**src/rtl/in_mapper_mc.sv**
```systemverilog
// Multi-channel AER -> SpiNNaker MC mapper: round-robin arbiter, channel-tagged keys, circular packet FIFO, dump mode.
// Accept->ipkt_vld 1 cycle; ipkt_rdy low fills the FIFO then drops iaer_rdy. IN_MAPPER_MC_PAYLOAD_EN adds a timestamp payload.
module in_mapper_mc #(
    parameter int NUM_CH      = 4,
    parameter int AER_WIDTH   = 24,
    parameter int FIFO_DEPTH  = 8,
    parameter int TIMEOUT_CYC = 128,
    localparam int CHW = (NUM_CH > 1) ? $clog2(NUM_CH) : 0,
    localparam int LW  = $clog2(FIFO_DEPTH) + 1
) (
    input  logic                        clk,
    input  logic                        rst_n,
    input  logic                        enable,
    input  logic                        dump_on,
    input  logic                        dump_off,
    output logic                        dump_mode,
    input  logic [31:0]                 tx_data_mask,
    input  logic [NUM_CH*AER_WIDTH-1:0] iaer_data,
    input  logic [NUM_CH-1:0]           iaer_vld,
    output logic [NUM_CH-1:0]           iaer_rdy,
    output logic [71:0]                 ipkt_data,
    output logic                        ipkt_vld,
    input  logic                        ipkt_rdy,
    output logic [LW-1:0]               fifo_level,
    output logic [15:0]                 drop_cnt
);
    localparam int CHI = (CHW > 0) ? CHW : 1;
    localparam int AW  = $clog2(FIFO_DEPTH);
`ifdef IN_MAPPER_MC_PAYLOAD_EN
    localparam int EW = 72;
`else
    localparam int EW = 40;
`endif

    logic           cmd_dump_q, cmd_dump_d;
    logic           dump_mode_q, dump_mode_d;
    logic [15:0]    to_cnt_q, to_cnt_d;
    logic           to_flag_q, to_flag_d;
    logic [CHI-1:0] rr_q, rr_d;
    logic [AW-1:0]  wr_ptr_q, wr_ptr_d;
    logic [AW-1:0]  rd_ptr_q, rd_ptr_d;
    logic [LW-1:0]  level_q, level_d;
    logic [15:0]    drop_cnt_q, drop_cnt_d;
    logic [EW-1:0]  mem_q [FIFO_DEPTH];

    logic [CHI-1:0]       grant, idx;
    logic                 grant_vld, full, empty, accept, rd_en;
    logic [AER_WIDTH-1:0] sel_dat, masked;
    logic [31:0]          key, payload;
    logic                 pflag, par;
    logic [7:0]           ctrl;
    logic [EW-1:0]        entry;
    logic [16:0]          drop_sum;
    logic                 unused_mask;

    assign unused_mask = ^tx_data_mask;

`ifdef IN_MAPPER_MC_PAYLOAD_EN
    logic [31:0] ts_q, ts_d;
    assign ts_d    = ts_q + 32'd1;
    assign payload = ts_q;
    assign pflag   = 1'b1;
    always_ff @(posedge clk or negedge rst_n) begin
        if (!rst_n) ts_q <= 32'd0;
        else        ts_q <= ts_d;
    end
`else
    assign payload = 32'h0;
    assign pflag   = 1'b0;
`endif

    // Descending scan so the last hit is the first valid channel at or after rr_q.
    always_comb begin
        grant     = '0;
        grant_vld = 1'b0;
        idx       = '0;
        for (int i = NUM_CH - 1; i >= 0; i--) begin
            idx = CHI'((int'(rr_q) + i) % NUM_CH);
            if (iaer_vld[idx]) begin
                grant     = idx;
                grant_vld = 1'b1;
            end
        end
    end

    always_comb begin
        sel_dat = '0;
        for (int c = 0; c < NUM_CH; c++) begin
            if (int'(grant) == c) sel_dat = iaer_data[c*AER_WIDTH +: AER_WIDTH];
        end
    end

    assign masked = sel_dat & tx_data_mask[AER_WIDTH-1:0];

    if (CHW > 0) begin : g_tag
        always_comb begin
            key            = 32'(masked);
            key[31 -: CHW] = grant;
        end
    end else begin : g_notag
        assign key = 32'(masked);
    end

    // Parity bit makes the total number of ones across all 72 bits odd.
    assign par  = ~^{payload, key, 6'b000000, pflag};
    assign ctrl = {6'b000000, pflag, par};

`ifdef IN_MAPPER_MC_PAYLOAD_EN
    assign entry     = {payload, key, ctrl};
    assign ipkt_data = mem_q[rd_ptr_q];
`else
    assign entry     = {key, ctrl};
    assign ipkt_data = {32'h0, mem_q[rd_ptr_q]};
`endif

    assign full   = (level_q == LW'(FIFO_DEPTH));
    assign empty  = (level_q == '0);
    assign accept = enable & ~full & grant_vld & ~dump_mode_q;
    assign rd_en  = ~empty & ipkt_rdy & ~dump_mode_q;

    always_comb begin
        iaer_rdy = '0;
        if (dump_mode_q)                    iaer_rdy = {NUM_CH{enable}};
        else if (enable & ~full & grant_vld) iaer_rdy[grant] = 1'b1;
    end

    assign drop_sum = {1'b0, drop_cnt_q} + 17'($countones(iaer_vld & iaer_rdy));

    always_comb begin
        cmd_dump_d = cmd_dump_q;
        if (dump_off)     cmd_dump_d = 1'b0;
        else if (dump_on) cmd_dump_d = 1'b1;

        to_cnt_d = to_cnt_q;
        if (ipkt_rdy)               to_cnt_d = 16'(TIMEOUT_CYC);
        else if (to_cnt_q != 16'd0) to_cnt_d = to_cnt_q - 16'd1;
        to_flag_d   = ~ipkt_rdy & (to_cnt_q == 16'd0);
        dump_mode_d = cmd_dump_q | to_flag_q;

        rr_d = rr_q;
        if (accept) rr_d = (int'(grant) == NUM_CH - 1) ? '0 : grant + 1'b1;

        drop_cnt_d = drop_cnt_q;
        wr_ptr_d   = wr_ptr_q;
        rd_ptr_d   = rd_ptr_q;
        level_d    = level_q;
        if (dump_mode_q) begin
            drop_cnt_d = drop_sum[16] ? 16'hFFFF : drop_sum[15:0];
            wr_ptr_d   = '0;
            rd_ptr_d   = '0;
            level_d    = '0;
        end else begin
            if (accept) wr_ptr_d = wr_ptr_q + 1'b1;
            if (rd_en)  rd_ptr_d = rd_ptr_q + 1'b1;
            level_d = level_q + LW'(accept) - LW'(rd_en);
        end
    end

    always_ff @(posedge clk or negedge rst_n) begin
        if (!rst_n) begin
            cmd_dump_q  <= 1'b1;
            dump_mode_q <= 1'b1;
            to_cnt_q    <= 16'(TIMEOUT_CYC);
            to_flag_q   <= 1'b0;
            rr_q        <= '0;
            wr_ptr_q    <= '0;
            rd_ptr_q    <= '0;
            level_q     <= '0;
            drop_cnt_q  <= 16'd0;
        end else begin
            cmd_dump_q  <= cmd_dump_d;
            dump_mode_q <= dump_mode_d;
            to_cnt_q    <= to_cnt_d;
            to_flag_q   <= to_flag_d;
            rr_q        <= rr_d;
            wr_ptr_q    <= wr_ptr_d;
            rd_ptr_q    <= rd_ptr_d;
            level_q     <= level_d;
            drop_cnt_q  <= drop_cnt_d;
        end
    end

    // Storage needs no reset: level/pointers gate every read.
    always_ff @(posedge clk) begin
        if (accept) mem_q[wr_ptr_q] <= entry;
    end

    assign dump_mode  = dump_mode_q;
    assign ipkt_vld   = ~empty & ~dump_mode_q;
    assign fifo_level = level_q;
    assign drop_cnt   = drop_cnt_q;

endmodule

```
**config.mk**
```make
export PLATFORM = sky130hd
export DESIGN_NAME = in_mapper_mc
export DESIGN_NICKNAME = d
export VERILOG_FILES = /design/src/rtl/in_mapper_mc.sv
export SDC_FILE = /design/constraint.sdc
export NUM_CORES = 1
export LEC_CHECK = 0
export ABC_AREA = 1
export BUFFER_PORTS_ARGS = -buffer_cell sky130_fd_sc_hd__buf_2
export CORE_MARGIN = 10
export CORE_UTILIZATION = 55
export CTS_CLUSTER_SIZE = 10
export DETAILED_ROUTE_END_ITERATION = 10
export PLACE_DENSITY = 0.8
export SETUP_SLACK_MARGIN = 0.05
export SYNTH_ARGS = -nofsm -noshare
export SYNTH_HDL_FRONTEND = slang
export SYNTH_SLANG_ARGS = --single-unit
```
**constraint.sdc**
```tcl
create_clock -name clk -period 9.1 [get_ports clk]
set_input_delay 1.82 -clock clk [delete_from_list [all_inputs] [get_ports clk]]
set_output_delay 1.82 -clock clk [all_outputs]
set_load 0.005 [all_outputs]
```
Word-level counts from Yosys, hierarchy flattened
Memories as Yosys holds them, arrays and structs flattened.
Cells that the tools add are included.
- bits in registers: 47
- RAM bits: 216
- input port bits: 138
- output and inout bits: 98
- logic and storage cells: 94
- memories kept: 1
- add/subtract/negate cells: 13
- magnitude comparators: 6
- eq/ne operators: 4
- mux-type cells: 37
- bitwise logic cells: 14
- reduce and logical (&&, ||, !) cells: 10
- memory list (name ; depth ; bits a word ; rd ports ; clocked after Yosys merged registers in ; wr ports ; line ; text):
    mem_q ; 8 ; 27 ; 1 ; 0 ; 1 ; 44 ; logic [EW-1:0] mem_q [FIFO_DEPTH];
- operators by type and width (cell ; count):
    two-way mux 24 bit ; 4
    XNOR reduction 71 bit ; 1
    two-way mux 16 bit ; 3
    bitwise AND 24 bit ; 1
    adder 16 x 3 -> 17 bit ; 1
    logical NOT 16 bit ; 1
    nonzero test 16 bit ; 1
    subtractor 16 x 1 -> 16 bit (second input constant) ; 1
    less-than comparator 2 x 3 -> 1 bit (second input constant) ; 5
    two-way mux 1 bit ; 13
    two-way mux 3 bit ; 4
    two-way mux 4 bit ; 3
    two-way mux 2 bit ; 5
    binary-select mux 1 bit (select 2 bit) ; 4
    nonzero test 2 bit ; 4
    bitwise AND 1 bit ; 7
    adder 3 x 1 -> 3 bit (second input constant) ; 2
    adder 1 x 1 -> 2 bit ; 2
    adder 2 x 1 -> 2 bit (second input constant) ; 2
    adder 2 bit (second input constant) ; 2
    adder 4 x 1 -> 4 bit ; 1
    bitwise AND 4 bit ; 1
    == test 2 bit (second input constant) ; 2
    == test 4 bit (second input constant) ; 1
    10 further kinds ; 13

Longest topological paths before layout
Gate-level depths: netlist of run 1.
- depth after elaboration: 18
- depth in mapped cells: 29
- gate-level depth less buffers: 28

Worst setup path before layout of run 1
No wires, ideal clock.
- kind: input to register
- start point: input port iaer_vld[1]
- end point: register drop_cnt_q[0] (netlist: drop_cnt[0])
- library setup time: 0.146 ns
- arrival: 5.701 ns
- required time: 8.954 ns
- path slack: 3.253 ns
- cell stages on the path: 23
- buffers on the path: 3
- path through: inv_1 -> o21ai_0 -> nand2_1 -> nand3_1 -> nand2_1 -> o21ai_0 -> ha_1 -> buf_6 -> inv_4 -> buf_4 -> a211oi_1 -> nand2_1 -> fa_1 -> inv_1 -> fa_1 -> fa_1 -> nand3_1 -> nor2_1 -> nand3_1 -> nor2_1 -> nand3_1 -> clkbuf_1 -> o211ai_1
- longest elaborated chain between the ends: 17
- elaborated cells between the ends (all ways): 30
- classes of those cells: 4 x add/sub; 2 x order compare; 21 x mux; 2 x bitwise; 1 x reduce/logical
- ends and longest elaborated chain (item ; line ; text):
    from (decl) ; 19 ; input logic [NUM_CH-1:0] iaer_vld,
    binary-select mux 1 bit (select 2 bit) ; 79 ; if (iaer_vld[idx]) begin
    two-way mux 1 bit (not written as such) ; 79 ;
    two-way mux 2 bit (4 in a row) ; 79 ;
    less-than comparator 2 x 3 -> 1 bit (not written as such) / greater-or-equal comparator 2 x 1 -> 1 bit (equally long branches) ; 124 ; else if (enable & ~full & grant_vld) iaer_rdy[grant] = 1'b1;
    logical AND 1 bit (not written as such) ; 124 ;
    two-way mux 1 bit (not written as such) ; 124 ;
    demux 1 bit (select 2 bit) ; 124 ;
    two-way mux 4 bit (*) ; 124 ;
    two-way mux 4 bit (*) ; 123 ; if (dump_mode_q) iaer_rdy = {NUM_CH{enable}};
    via iaer_rdy[2] ; 20 ; output logic [NUM_CH-1:0] iaer_rdy,
    bitwise AND 4 bit (*) ; 127 ; assign drop_sum = {1'b0, drop_cnt_q} + 17'($countones(iaer_vld & iaer_rdy));
    adder 1 x 1 -> 2 bit (not written as such) (*) ; 127 ;
    adder 2 x 2 -> 3 bit (not written as such) (*) ; 127 ;
    adder 16 x 3 -> 17 bit (*) ; 127 ;
    two-way mux 16 bit (*) ; 148 ; drop_cnt_d = drop_sum[16] ? 16'hFFFF : drop_sum[15:0];
    to (signal assigned) ; 179 ; drop_cnt_q <= drop_cnt_d;
    to (decl) ; 43 ; logic [15:0] drop_cnt_q, drop_cnt_d;
Mark *: on every way through the listed nets, which the timed path passes. The rest lies on a longest branch. The select of a mux whose other input is x is not followed.
A chain may end at the register's enable or synchronous reset.

Worst setup path in the final report of run 1
- start point: input port iaer_vld[3]
- end point: register drop_cnt_q[14] (netlist: drop_cnt[14])
- longest elaborated chain between the ends: 17
- elaborated cells between the ends (all ways): 30
- classes of those cells: 4 x add/sub; 2 x order compare; 21 x mux; 2 x bitwise; 1 x reduce/logical
- ends and longest elaborated chain (item ; line):
    binary-select mux 1 bit (select 2 bit) ; 79
    two-way mux 1 bit (not written as such) ; 79
    two-way mux 2 bit (4 in a row) ; 79
    less-than comparator 2 x 3 -> 1 bit (not written as such) / greater-or-equal comparator 2 x 1 -> 1 bit (equally long branches) ; 124
    logical AND 1 bit (not written as such) ; 124
    two-way mux 1 bit (not written as such) ; 124
    demux 1 bit (select 2 bit) ; 124
    two-way mux 4 bit ; 124
    two-way mux 4 bit ; 123
    bitwise AND 4 bit (*) ; 127
    adder 1 x 1 -> 2 bit (not written as such) ; 127
    adder 2 x 2 -> 3 bit (not written as such) (*) ; 127
    adder 16 x 3 -> 17 bit (*) ; 127
    two-way mux 16 bit (*) ; 148
Mark *: on every way between the ends. The rest lies on a longest branch, timed or not. The select of a mux whose other input is x is not followed.

==> metrics.md, run 1 <==
| Metric | Value |
|---|---|
| Main synth FF type | edfxtp_1 |
| Hold path start | to_flag_q |
| Post-synth cell types | 50 |
| Core Region | 23500 µm² |
| Worst Reg2Reg Path Length in Cells | 20 |
| Vias | 10344 |
| Clock Pin Slew Worst Setup and Hold Paths | 0.06 ns |
| Post-synthesis area per instance | 9.46 µm² |
| Worst endpoint required time | 9.52 ns |
| Critical path class | in -> reg |
| Residual DRC | 0 |
| Max Root-Sink Buffers | 3 |
| Skew final | 0.0123 ns |
| Hold Buf Count CTS | 0 |
| Post-Synthesis Cells | 1397 |
| Yosys Warn Count | 0 |
| Die height | 175 µm |
| RSZ-0062 raised after global routing | no |
| Sw Ratio | 44.3% |
| Hold Path Depth | 1 |
| Post-Route WL | 33.5 mm |
| Crit-path slowest cell | ha_1 |
| Root Buffer | clkbuf_16 |
| Clk pwr share | 17.5% |
| Vias in the first global route | 10357 |
| CP bufs+invs | 3 |
| Final Max Tran Viols | 0 |
| CTS sink cnt | 263 |
| Comb pwr share | 50.2% |
| Row cnt | 56 |
| Achievable frequency | 161 MHz |
| CTS tree | done |
| Hold_ws | 0.466 ns |
| Yosys reg bits | 263 |
| Post-CTS setup buffer count | 0 |
| Largest net degree at the start of global routing | 75 |
| CTS H-tree lvls | 1 |
| Worst r2r src | rr_q[0] |
| Routed Antenna Nets | 0 |
| Global route overflow | 0 |
| Length of the first detailed-routing pass in iterations | 5 |
| CP Cell Sequence | buf_2 > inv_1 > o21ai_0 > nand2_1 > nand3_1 > nand2_1 > o21ai_0 > ha_1 > o21ai_0 > nor2_1 > nand2_1 > fa_1 > inv_1 > fa_1 > fa_1 > nand3_1 > nor2_1 > nand3_1 > nor2_1 > nand3_1 > a21boi_0 > o21ai_0 |
| Int Power | 3390 µW |
| Post-CTS Resized | 0 |
| Antenna violations before repair | 1 |
| Min cycle time layout | 6.22 ns |
| Post-synthesis sequential area ratio | 58.0% |
| Fin area | 15000 µm² |
| Worst-Margin Slew | 1.06 ns |
| Critical Path Max Stage Delay | 0.83 ns |
| Critical Path Fanout Max | 25 |
| TNS Setup | 0 ns |
| Sw power | 2700 µW |
| First-pass GRT wire length | 53.0 mm |
| GRT Overall Usage | 21.2% |
| Synthesized area | 13200 µm² |
| DIE AREA | 30600 µm² |
| Setup-failing EPs final | 0 |
| # diodes | 0 |
| Critical path depth in cells | 22 |
| Asr flop ratio synth | 17.9% |
| Layout net count | 1711 |
| Routed len/inst | 17.8 µm |
| Maxcap violations | 0 |
| Fin crit share | 68.4% |
| Clk_lat worst skew | 0.55 ns |
| Post-place instance area | 14100 µm² |
| Power Dens Cells | 406 nW/µm² |
| Seq pwr share | 32.3% |
| Final Hold Fails | 0 |
| Dpl hpwl | 22.0 mm |
| Share of cells above drive strength 1 | 19.0% |
| Critical path's top delay family | adder cells |
| Worst Setup SP | iaer_vld[3] |
| Io pins | 236 |
| Outcome | complete, no violations |
| Worst min-delay path class | reg -> reg |
| CP Data Arrival Time | 6.64 ns |
| Vias per cell | 5.49 |
| Cell leakage power | 0.00640 µW |
| Initial Util | 56.1% |
| Port bufs | 182 |
| Slew margin rel. | 28.9% |
| Crit start category | primary input |
| Area Growth Syn to Fin | 13.4% |
| Die Width | 175 µm |
| CTS Buf Count | 30 |
| DR iter-0 viols | 819 |
| Crit. End Element | flip-flop |
| Peak supply drop | 0.371 mV |
| Post-synth EDFFs | 216 |
| Final RePlAce weighted congestion | 0.938 |
-- state kept, by name, indices dropped and copies added (netlist names) --
register,count
to_cnt_q,16
wr_ptr_q,3
to_flag_q,1
cmd_dump_q,1
rd_ptr_q,3
mem_q,216
dump_mode,1
drop_cnt,16
rr_q,2
fifo_level,4
-- cell usage in the layout (no fill, tap or decap), drive strengths merged, types with 4 or more instances in the layout --
cell type	count
nand3	54
nand2	262
xor2	4
fa	4
nor2	247
or2	8
a21oi	50
o21a	14
clkbuf	39
conb	45
edfxtp	216
dfrtp	44
nand4	7
ha	14
clkinv	4
buf	190
o21ai	147
o22ai	28
nor3	9
o211ai	4
a31oi	32
inv	123
-- metrics by stage --
step                      util (%)  std cells  power [µW]  setup slack, ns
after floorplan                  -       1441        4270             3.25
after global placement        60.1       1842        4900             2.46
after detailed placement      60.1       1842        5010             2.35
after CTS                     63.7       1884        6080             2.90
after global routing          63.7       1884        6570             2.48
final                         63.7       1884        6090             2.88
-- cell type report --
class / instances / area [µm²]
clock inverter: 3 / 63.8
timing repair buffer: 190 / 971
sequential: 263 / 7670
fill: 1846 / 8550
inverter: 125 / 478
tap: 319 / 399
clock buffer: 39 / 785
multi-input combinational: 945 / 4620
-- path summary, 6_finish.rpt --
path                                end  slack, ns
max reg2reg                drop_cnt[14]       3.81
min in group asynchronous  drop_cnt[10]       1.45
min                           dump_mode       0.47
max in group asynchronous   rd_ptr_q[0]       6.91
max                        drop_cnt[14]       2.88
min reg2reg                   dump_mode       0.47
-- routing by layer --
metal / up-vias / routed length [µm] / part of all wire, % / GRT usage, %
met5: - / 11 / 0.033 / 0
met4: 2 / 758 / 2.3 / 7.28
met3: 59 / 3450 / 10 / 5.45
met2: 525 / 16300 / 48 / 36.1
met1: 4829 / 13000 / 39 / 25.6
li1: 4929 / - / - / -
-- Yosys cell counts (3+ instances only) --
cell | count | share of area, %
o21ai_1 | 8 | 0.30
buf_2 | 5 | 0.19
a21oi_1 | 40 | 1.5
o211ai_1 | 4 | 0.23
o22ai_1 | 28 | 1.3
dfstp_2 | 3 | 0.60
nor2_2 | 6 | 0.28
a31oi_1 | 32 | 1.5
nand3_2 | 5 | 0.38
o21a_1 | 14 | 0.80
a21oi_2 | 8 | 0.53
clkbuf_1 | 36 | 1.0
or2_2 | 4 | 0.19
edfxtp_1 | 216 | 49
nor2_1 | 239 | 6.8
xor2_1 | 4 | 0.27
inv_2 | 14 | 0.40
nand2_1 | 247 | 7.0
buf_1 | 6 | 0.17
o21ai_0 | 137 | 5.2
xnor2_1 | 3 | 0.20
buf_4 | 52 | 3.0
nor3_1 | 7 | 0.27
nand4_1 | 6 | 0.28
buf_6 | 9 | 0.77
nand2_2 | 15 | 0.71
inv_1 | 108 | 3.1
ha_1 | 14 | 1.3
nand3_1 | 49 | 1.9
dfrtp_1 | 44 | 8.3
fa_1 | 4 | 0.61
-- logic make-up after synthesis --
kind of cell,Yosys count,synth area share [%]
xor+xnor,7,0.464
other cells,1,0.0284
buf+inv,233,8.71
flops,263,58.0
fa+ha+maj,18,1.93
compound gates,281,12.1
mux,1,0.0757
simple gates,593,18.7
-- worst reg2reg max path, delay by kind of cell (launching register included) --
kind / cells / cell delay, ns
fa+ha+maj: 4 / 2.19
compound gates: 5 / 1.19
flops: 1 / 0.45
simple gates: 10 / 1.29
buf+inv: 1 / 0.06
-- power by group through the flow --
stage / combinational (µW) / clock (µW) / sequential, µW
2_1_floorplan: 2320 / 0 / 1940
3_3_place_gp: 2920 / 0 / 1980
3_5_place_dp: 3030 / 0 / 1990
4_1_cts: 3040 / 1070 / 1970
5_1_grt: 3460 / 1120 / 1990
6_report: 3060 / 1060 / 1970
Note: power is estimated with default switching activity, not from simulation.
==> run 2, diff against run 1 <==
==> constraint.sdc (replaced) <==
create_clock -name clk -period 6.52 [get_ports clk]
set_input_delay 1.304 -clock clk [delete_from_list [all_inputs] [get_ports clk]]
set_output_delay 1.304 -clock clk [all_outputs]
set_load 0.005 [all_outputs]
==> run 2 against run 1 <==
Effect of this change:
- setup slack lost 1.7 ns
- register-to-register slack worse by 2.3 ns
- via count down 1.2%
- largest cell class unchanged
- utilization decreased by 0.074 points
- clock-buffer cell count unchanged
- die area unchanged
- critical path depth grew 2
- sequential cell count unchanged
- cell count unchanged
- highest routed layer is now met4
- sequential power rose by 38%
==> metrics.md, run 2 (synthesis gave the netlist of run 1 again) <==
| Metric | Value |
|---|---|
| Area taken by multi-input logic gates | 4620 µm² (unchanged) |
| CTS tree | done |
| Placement Setup Slack | 0.627 ns (-1.72 ns) |
| Global route overflow | 0 (unchanged) |
| Fin area | 15000 µm² (-0.12%) |
| Critical path class | in -> reg |
| Outcome | complete, no violations |
| Routed Antenna Nets | 0 (unchanged) |
| Largest net degree at the start of global routing | 110 (+47%) |
| Critical Path Fanout Max | 25 (unchanged) |
| TNS Setup | 0 ns (unchanged) |
| Cell leakage power | 0.00639 µW (-0.10%) |
| Vias per cell | 5.43 (-1.2%) |
| Residual DRC | 0 (unchanged) |
| Peak supply drop | 0.512 mV (+38%) |
| Die Width | 175 µm (unchanged) |
| Crit. End Element | flip-flop |
| Area Growth Syn to Fin | 13.3% |
| Max FFs per register | 216 (unchanged) |
| GRT Overall Usage | 21.2% (+0.034 points) |
| Min cycle time layout | 5.38 ns |
| Placed insts | 1843 (+0.054%) |
| # fillers | 1891 (+2.4%) |
| Maxcap violations | 0 (unchanged) |
| CTS sink cnt | 263 (unchanged) |
| Sw Ratio | 44.4% (+0.16 points) |
| Antenna violations before repair | 0 (-1) |
| Comb pwr share | 50.9% (+0.7 points) |
| # diodes | 0 (unchanged) |
| CTS Buf Count | 30 (unchanged) |
| CP Cell Sequence | buf_2 > inv_1 > o21ai_0 > nand2_1 > nand2_1 > o21ai_0 > nand2_1 > nand2_1 > inv_1 > ha_1 > inv_4 > a211oi_1 > nand2_1 > fa_1 > inv_1 > fa_1 > fa_1 > nand3_1 > nor2_1 > nand3_1 > nor2_1 > nand3_1 > a21boi_0 > o21ai_0 |
| Final Hold Fails | 0 (unchanged) |
| Clk pwr share | 17.1% (-0.4 points) |
| Post-CTS Resized | 0 (unchanged) |
| Root Buffer | clkbuf_16 |
| Post-CTS setup buffer count | 0 (unchanged) |
| Seq pwr share | 32.0% (-0.3 points) |
| Layout net count | 1712 (+0.058%) |
| Worst endpoint required time | 6.94 ns (-2.58 ns) |
| Commonest non-fill, non-tap cell in the layout | nand2_1 |
| Worst min-delay path class | reg -> reg |
| CTS H-tree lvls | 1 (unchanged) |
| Skew final | 0.0119 ns (-0.000361 ns) |
| Vias in the first global route | 10272 (-0.82%) |
| Int Power | 4710 µW (+39%) |
| Post-Route WL | 33.7 mm (+0.51%) |
| Clk_lat worst skew | 0.55 ns (about the same) |
| Initial Util | 56.1% (unchanged) |
| DIE AREA | 30600 µm² (unchanged) |
| Final Max Tran Viols | 0 (unchanged) |
| Most frequent cells in the layout | nand2_1 (247), nor2_1 (231), edfxtp_1 (216) |
| CP most frequent cell | nand2_1 |
| Vias | 10224 (-1.2%) |
| Slew margin rel. | 21.8% (-7.1 points) |
| First-pass GRT wire length | 53.1 mm (+0.14%) |
| Core Region | 23500 µm² (unchanged) |
| Dpl hpwl | 22.1 mm (+0.71%) |
| Power Dens Cells | 566 nW/µm² (+39%) |
| Post-place instance area | 14100 µm² (about the same) |
| Fin crit share | 82.4% |
| Biggest register | mem_q |
| Worst-Margin Slew | 1.17 ns (+0.109 ns) |
| Sw power | 3770 µW (+40%) |
| DR iter-0 viols | 955 (+17%) |
| FF/Latch Area | 7670 µm² (unchanged) |
| Share of cells above drive strength 1 | 19.0% (+0.064 points) |
| Cell Count, Final, Fillers Out | 1884 (unchanged) |
| Max Root-Sink Buffers | 3 (unchanged) |
| Critical Path Max Stage Delay | 0.49 ns (-0.34 ns) |
| Crit-path slowest cell | fa_1 |
| Setup-failing EPs final | 0 (unchanged) |
| Hold Buf Count CTS | 0 (unchanged) |
| CP Data Arrival Time | 5.80 ns (-0.84 ns) |
| Clock Pin Slew Worst Setup and Hold Paths | 0.06 ns (about the same) |
| Setup ws final | 1.14 ns (-1.73 ns) |
| Port bufs | 182 (unchanged) |
| Routed len/inst | 17.9 µm (+0.51%) |
| Achievable frequency | 186 MHz |
| Die height | 175 µm (unchanged) |
| Final RePlAce weighted congestion | 0.910 (-2.9%) |
| Crit start category | primary input |
| Length of the first detailed-routing pass in iterations | 5 (unchanged) |
| Io pins | 236 (unchanged) |
| Row cnt | 56 (unchanged) |
| RSZ-0062 raised after global routing | no |
==> run 2: worst paths after layout <==
kind                             start            to  slack [ns]  cells after the start
max                        iaer_vld[1]  drop_cnt[14]        1.14                     24
min                          to_flag_q     dump_mode        0.45                      1
max reg2reg                    rr_q[0]  drop_cnt[14]        1.56                     22
min reg2reg                  to_flag_q     dump_mode        0.45                      1
max in group asynchronous        rst_n   rd_ptr_q[0]        4.84                      1
min in group asynchronous        rst_n  drop_cnt[12]        0.95                      1
==> run 2: power groups by stage <==
stage | clock (µW) | sequential (µW) | combinational, µW
3_3_place_gp | 0 | 2730 | 4130
3_5_place_dp | 0 | 2740 | 4290
2_1_floorplan | 0 | 2710 | 3240
4_1_cts | 1460 | 2710 | 4310
5_1_grt | 1530 | 2730 | 4880
6_report | 1450 | 2710 | 4320
==> run 2: area by class of cell <==
cell class | instances | area share [%]
tap | 319 | 2.67
timing repair buffer | 191 | 6.54
sequential | 263 | 51.2
clock buffer | 39 | 5.24
inverter | 125 | 3.19
clock inverter | 2 | 0.259
multi-input combinational | 945 | 30.9
==> run 2: stage by stage <==
stage                     util (%)  hold slack [ns]  power [µW]
after floorplan                  -            0.413        5960
after global placement        60.1            0.424        6860
after detailed placement      60.1            0.429        7030
after CTS                     63.6            0.454        8480
after global routing          63.6            0.476        9140
final                         63.6            0.454        8480
==> run 2: routing by layer <==
| layer | up-vias | GRT usage (%) | wire, µm |
|---|---|---|---|
| met2 | 418 | 36.5 | 16500 |
| met1 | 4830 | 25.6 | 13500 |
| li1 | 4934 | - | - |
| met4 | 0 | 6.71 | 728 |
| met5 | - | 0 | 0 |
| met3 | 42 | 5.48 | 2980 |
==> run 2: critical path, delay by kind of cell <==
family                   cells  cell delay (ns)
buffers and inverters        5             0.61
AND/OR/NAND/NOR             10             1.23
adder cells (fa/ha/maj)      4             1.64
AO/OA/AOI/OAI                5             1.03
==> run 3, diff against run 2 <==
--- a/config.mk
+++ b/config.mk
@@ -8,10 +8,10 @@
 export ABC_AREA = 1
 export BUFFER_PORTS_ARGS = -buffer_cell sky130_fd_sc_hd__buf_2
 export CORE_MARGIN = 10
-export CORE_UTILIZATION = 55
+export CORE_UTILIZATION = 51
 export CTS_CLUSTER_SIZE = 10
 export DETAILED_ROUTE_END_ITERATION = 10
-export PLACE_DENSITY = 0.8
+export PLACE_DENSITY = 0.78
 export SETUP_SLACK_MARGIN = 0.05
 export SYNTH_ARGS = -nofsm -noshare
 export SYNTH_HDL_FRONTEND = slang
==> constraint.sdc (replaced) <==
create_clock -name clk -period 4.4 [get_ports clk]
set_input_delay 0.88 -clock clk [delete_from_list [all_inputs] [get_ports clk]]
set_output_delay 0.88 -clock clk [all_outputs]
set_load 0.005 [all_outputs]
==> run 3 against run 2 <==
Effect of this change:
- non-clock buffer count grew 42
- setup slack lost 0.67 ns
- largest cell class unchanged
- clock power grew 44%
- clock-buffer cell count grew 1
- routed wire length shrank 4.1%
- highest routed layer unchanged
==> metrics.md, run 3 (synthesis gave the netlist of run 1 again) <==
| Metric | Value |
|---|---|
| Die Width | 181 µm (+3.4%) |
| Setup ws final | 0.473 ns (-0.672 ns) |
| TNS Setup | 0 ns (unchanged) |
| Worst endpoint required time | 4.82 ns (-2.12 ns) |
| Core Region | 25300 µm² (+7.6%) |
| Skew final | 0.0205 ns (+0.00853 ns) |
| Port bufs | 182 (unchanged) |
| # diodes | 0 (unchanged) |
| Crit. End Element | flip-flop |
| Io pins | 236 (unchanged) |
| Die height | 181 µm (+3.4%) |
| Comb pwr share | 52.5% (+1.6 points) |
| DR iter-0 viols | 834 (-13%) |
| Sw Ratio | 43.1% (-1.3 points) |
| Setup-failing EPs final | 0 (unchanged) |
| Vias | 10133 (-0.89%) |
| Row cnt | 58 (+3.6%) |
| Final Max Tran Viols | 0 (unchanged) |
| R2r setup slk | 0.47 ns (-1.09 ns) |
| Worst-Margin Slew | 0.666 ns (-0.508 ns) |
| # fillers | 2078 (+9.9%) |
| Commonest non-fill, non-tap cell in the layout | nand2_1 |
| Critical path class | reg -> reg |
| Slew margin rel. | 55.6% (+34 points) |
| CTS sink cnt | 263 (unchanged) |
| Post-place instance area | 14500 µm² (+2.6%) |
| Sw power | 5540 µW (+47%) |
| Vias per cell | 5.23 (-3.7%) |
| Residual DRC | 0 (unchanged) |
| Length of the first detailed-routing pass in iterations | 6 (+1) |
| Total power | 12800 µW (+51%) |
| Achievable frequency | 255 MHz |
| Biggest register | mem_q |
| Fin crit share | 89.3% |
| Min cycle time layout | 3.93 ns |
| Clock Pin Slew Worst Setup and Hold Paths | 0.05 ns (about the same) |
| Crit start category | flip-flop |
| CP Data Arrival Time | 4.35 ns (-1.45 ns) |
| Vias in the first global route | 10058 (-2.1%) |
| GRT Overall Usage | 18.9% (-2.4 points) |
| Fin area | 15400 µm² (+2.6%) |
| Placement Setup Slack | -0.0698 ns (-0.696 ns) |
| Area Growth Syn to Fin | 16.2% |
| First-pass GRT wire length | 51.0 mm (-4.0%) |
| Post-Route WL | 32.3 mm (-4.1%) |
| Root Buffer | clkbuf_16 |
| Dpl hpwl | 21.9 mm (-1.2%) |
| Max Root-Sink Buffers | 3 (unchanged) |
| Final RePlAce weighted congestion | 0.919 (+0.97%) |
| Critical Path Fanout Max | 6 (-76%) |
| Int Power | 7300 µW (+55%) |
| Worst min-delay path class | in -> async |
| Max FFs per register | 216 (unchanged) |
| DIE AREA | 32800 µm² (+6.9%) |
| Routed Antenna Nets | 0 (unchanged) |
| Routed len/inst | 16.7 µm (-6.8%) |
| Seq pwr share | 31.2% (-0.8 points) |
| Reg-to-reg endpoint | drop_cnt[14] |
| Worst Reg2Reg Path Length in Cells | 24 (+9.1%) |
| CTS Buf Count | 30 (unchanged) |
| Hold Buf Count CTS | 0 (unchanged) |
| Share of cells above drive strength 1 | 21.9% (+2.8 points) |
| RSZ-0062 raised after global routing | yes |
| Finished Core Util | 60.6% (-2.9 points) |
| Power Dens Cells | 836 nW/µm² (+48%) |
| Clk_lat worst skew | 0.55 ns (about the same) |
| Largest net degree at the start of global routing | 110 (unchanged) |
| Initial Util | 52.2% (-4.0 points) |
| CTS H-tree lvls | 1 (unchanged) |
| Outcome | complete, no violations |
| Maxcap violations | 0 (unchanged) |
| Final Hold Fails | 0 (unchanged) |
| Layout net count | 1754 (+2.5%) |
| Peak supply drop | 0.756 mV (+48%) |
| Worst r2r src | rr_q[0] |
| Most frequent cells in the layout | nand2_1 (246), nor2_1 (229), edfxtp_1 (216) |
| Antenna violations before repair | 0 (unchanged) |
| Clk pwr share | 16.3% (-0.8 points) |
| CTS tree | done |
| Cell leakage power | 0.00661 µW (+3.5%) |
| Global route overflow | 0 (unchanged) |
run 3: changes by cell type in the layout (fill, tap and decap cells not counted), moves of 2 or more:
cell     previous run  this run
buf_12              0         5
buf_4               9        46
fa_1                4         2
fa_2                0         2
inv_2              13        15
nor2_1            231       229
nor2_2              6        16
nor2_4             10         2
o21ai_0           137       133
o21ai_1             8        11
run 3: worst max-delay path by stage:
| stage | start | endpoint | slack [ns] | cells past startpoint |
|---|---|---|---|---|
| after floorplan | iaer_vld[1] | drop_cnt[10] | 0.05 | 25 |
| after global placement | iaer_vld[1] | drop_cnt[13] | 0.04 | 24 |
| after detailed placement | iaer_vld[1] | drop_cnt[14] | -0.07 | 22 |
| after CTS | rr_q[0] | drop_cnt[14] | 0.33 | 23 |
| after global routing | rr_q[0] | drop_cnt[12] | 0.09 | 26 |
| final | rr_q[0] | drop_cnt[14] | 0.47 | 24 |
run 3: layout make-up:
cell class,count,area (µm²),area share [%]
Inverter,125,477,3.10
Tap cell,330,413,2.69
Clock buffer,40,788,5.13
Multi-Input combinational cell,945,4630,30.2
Timing Repair Buffer,233,1360,8.83
Clock inverter,2,25.0,0.163
Sequential cell,263,7670,49.9
run 3: through the flow:
| stage | hold slack (ns) | std cells |
|---|---|---|
| CTS | 0.139 | 1936 |
| finish | 0.152 | 1938 |
| detailed placement | 0.419 | 1894 |
| global route | 0.148 | 1938 |
| global placement | 0.426 | 1894 |
| floorplan | 0.413 | 1441 |
run 3: worst max-delay path, stage by stage (launching register included):
cell and delay [ns]:
dfrtp_2 0.45, inv_2 0.11, nand2_1 0.06, o21ai_1 0.13
nand2_1 0.10, nand3_1 0.08, nand2_1 0.04, o21ai_0 0.15
nand2_1 0.09, nand2_2 0.09, ha_1 0.18, o21ai_0 0.08
nor2_1 0.14, nand2_1 0.09, fa_1 0.51, inv_1 0.05
fa_2 0.35, fa_2 0.37, nand3_1 0.09, nor2_2 0.05
nand3_1 0.13, nor2_2 0.07, nand3_2 0.11, a21boi_0 0.18
o21ai_0 0.10
run 3: routing by layer:
metal  GRT usage (%)  share of wire, %  vias up
li1                -                 -     5014
met2            32.2                48      444
met1            23.2                41     4633
met4            5.47               1.9        0
met3            4.68               9.2       42
met5               0                 0        -
run 3: what timing repair did:
| action | CTS | global route |
|---|---|---|
| setup buffers | 0 | 2 |
| resized for setup | 0 | 4 |
| endpoints found under the setup margin | 0 | 14 |
run 3: power by group through the flow:
stage | Combinational, µW | Sequential, µW | Clock (µW)
floorplan | 4840 | 4020 | 0
global placement | 6550 | 4040 | 0
detailed placement | 6720 | 4050 | 0
CTS | 6750 | 4010 | 2130
global route | 7630 | 4040 | 2230
finish | 6740 | 4010 | 2090
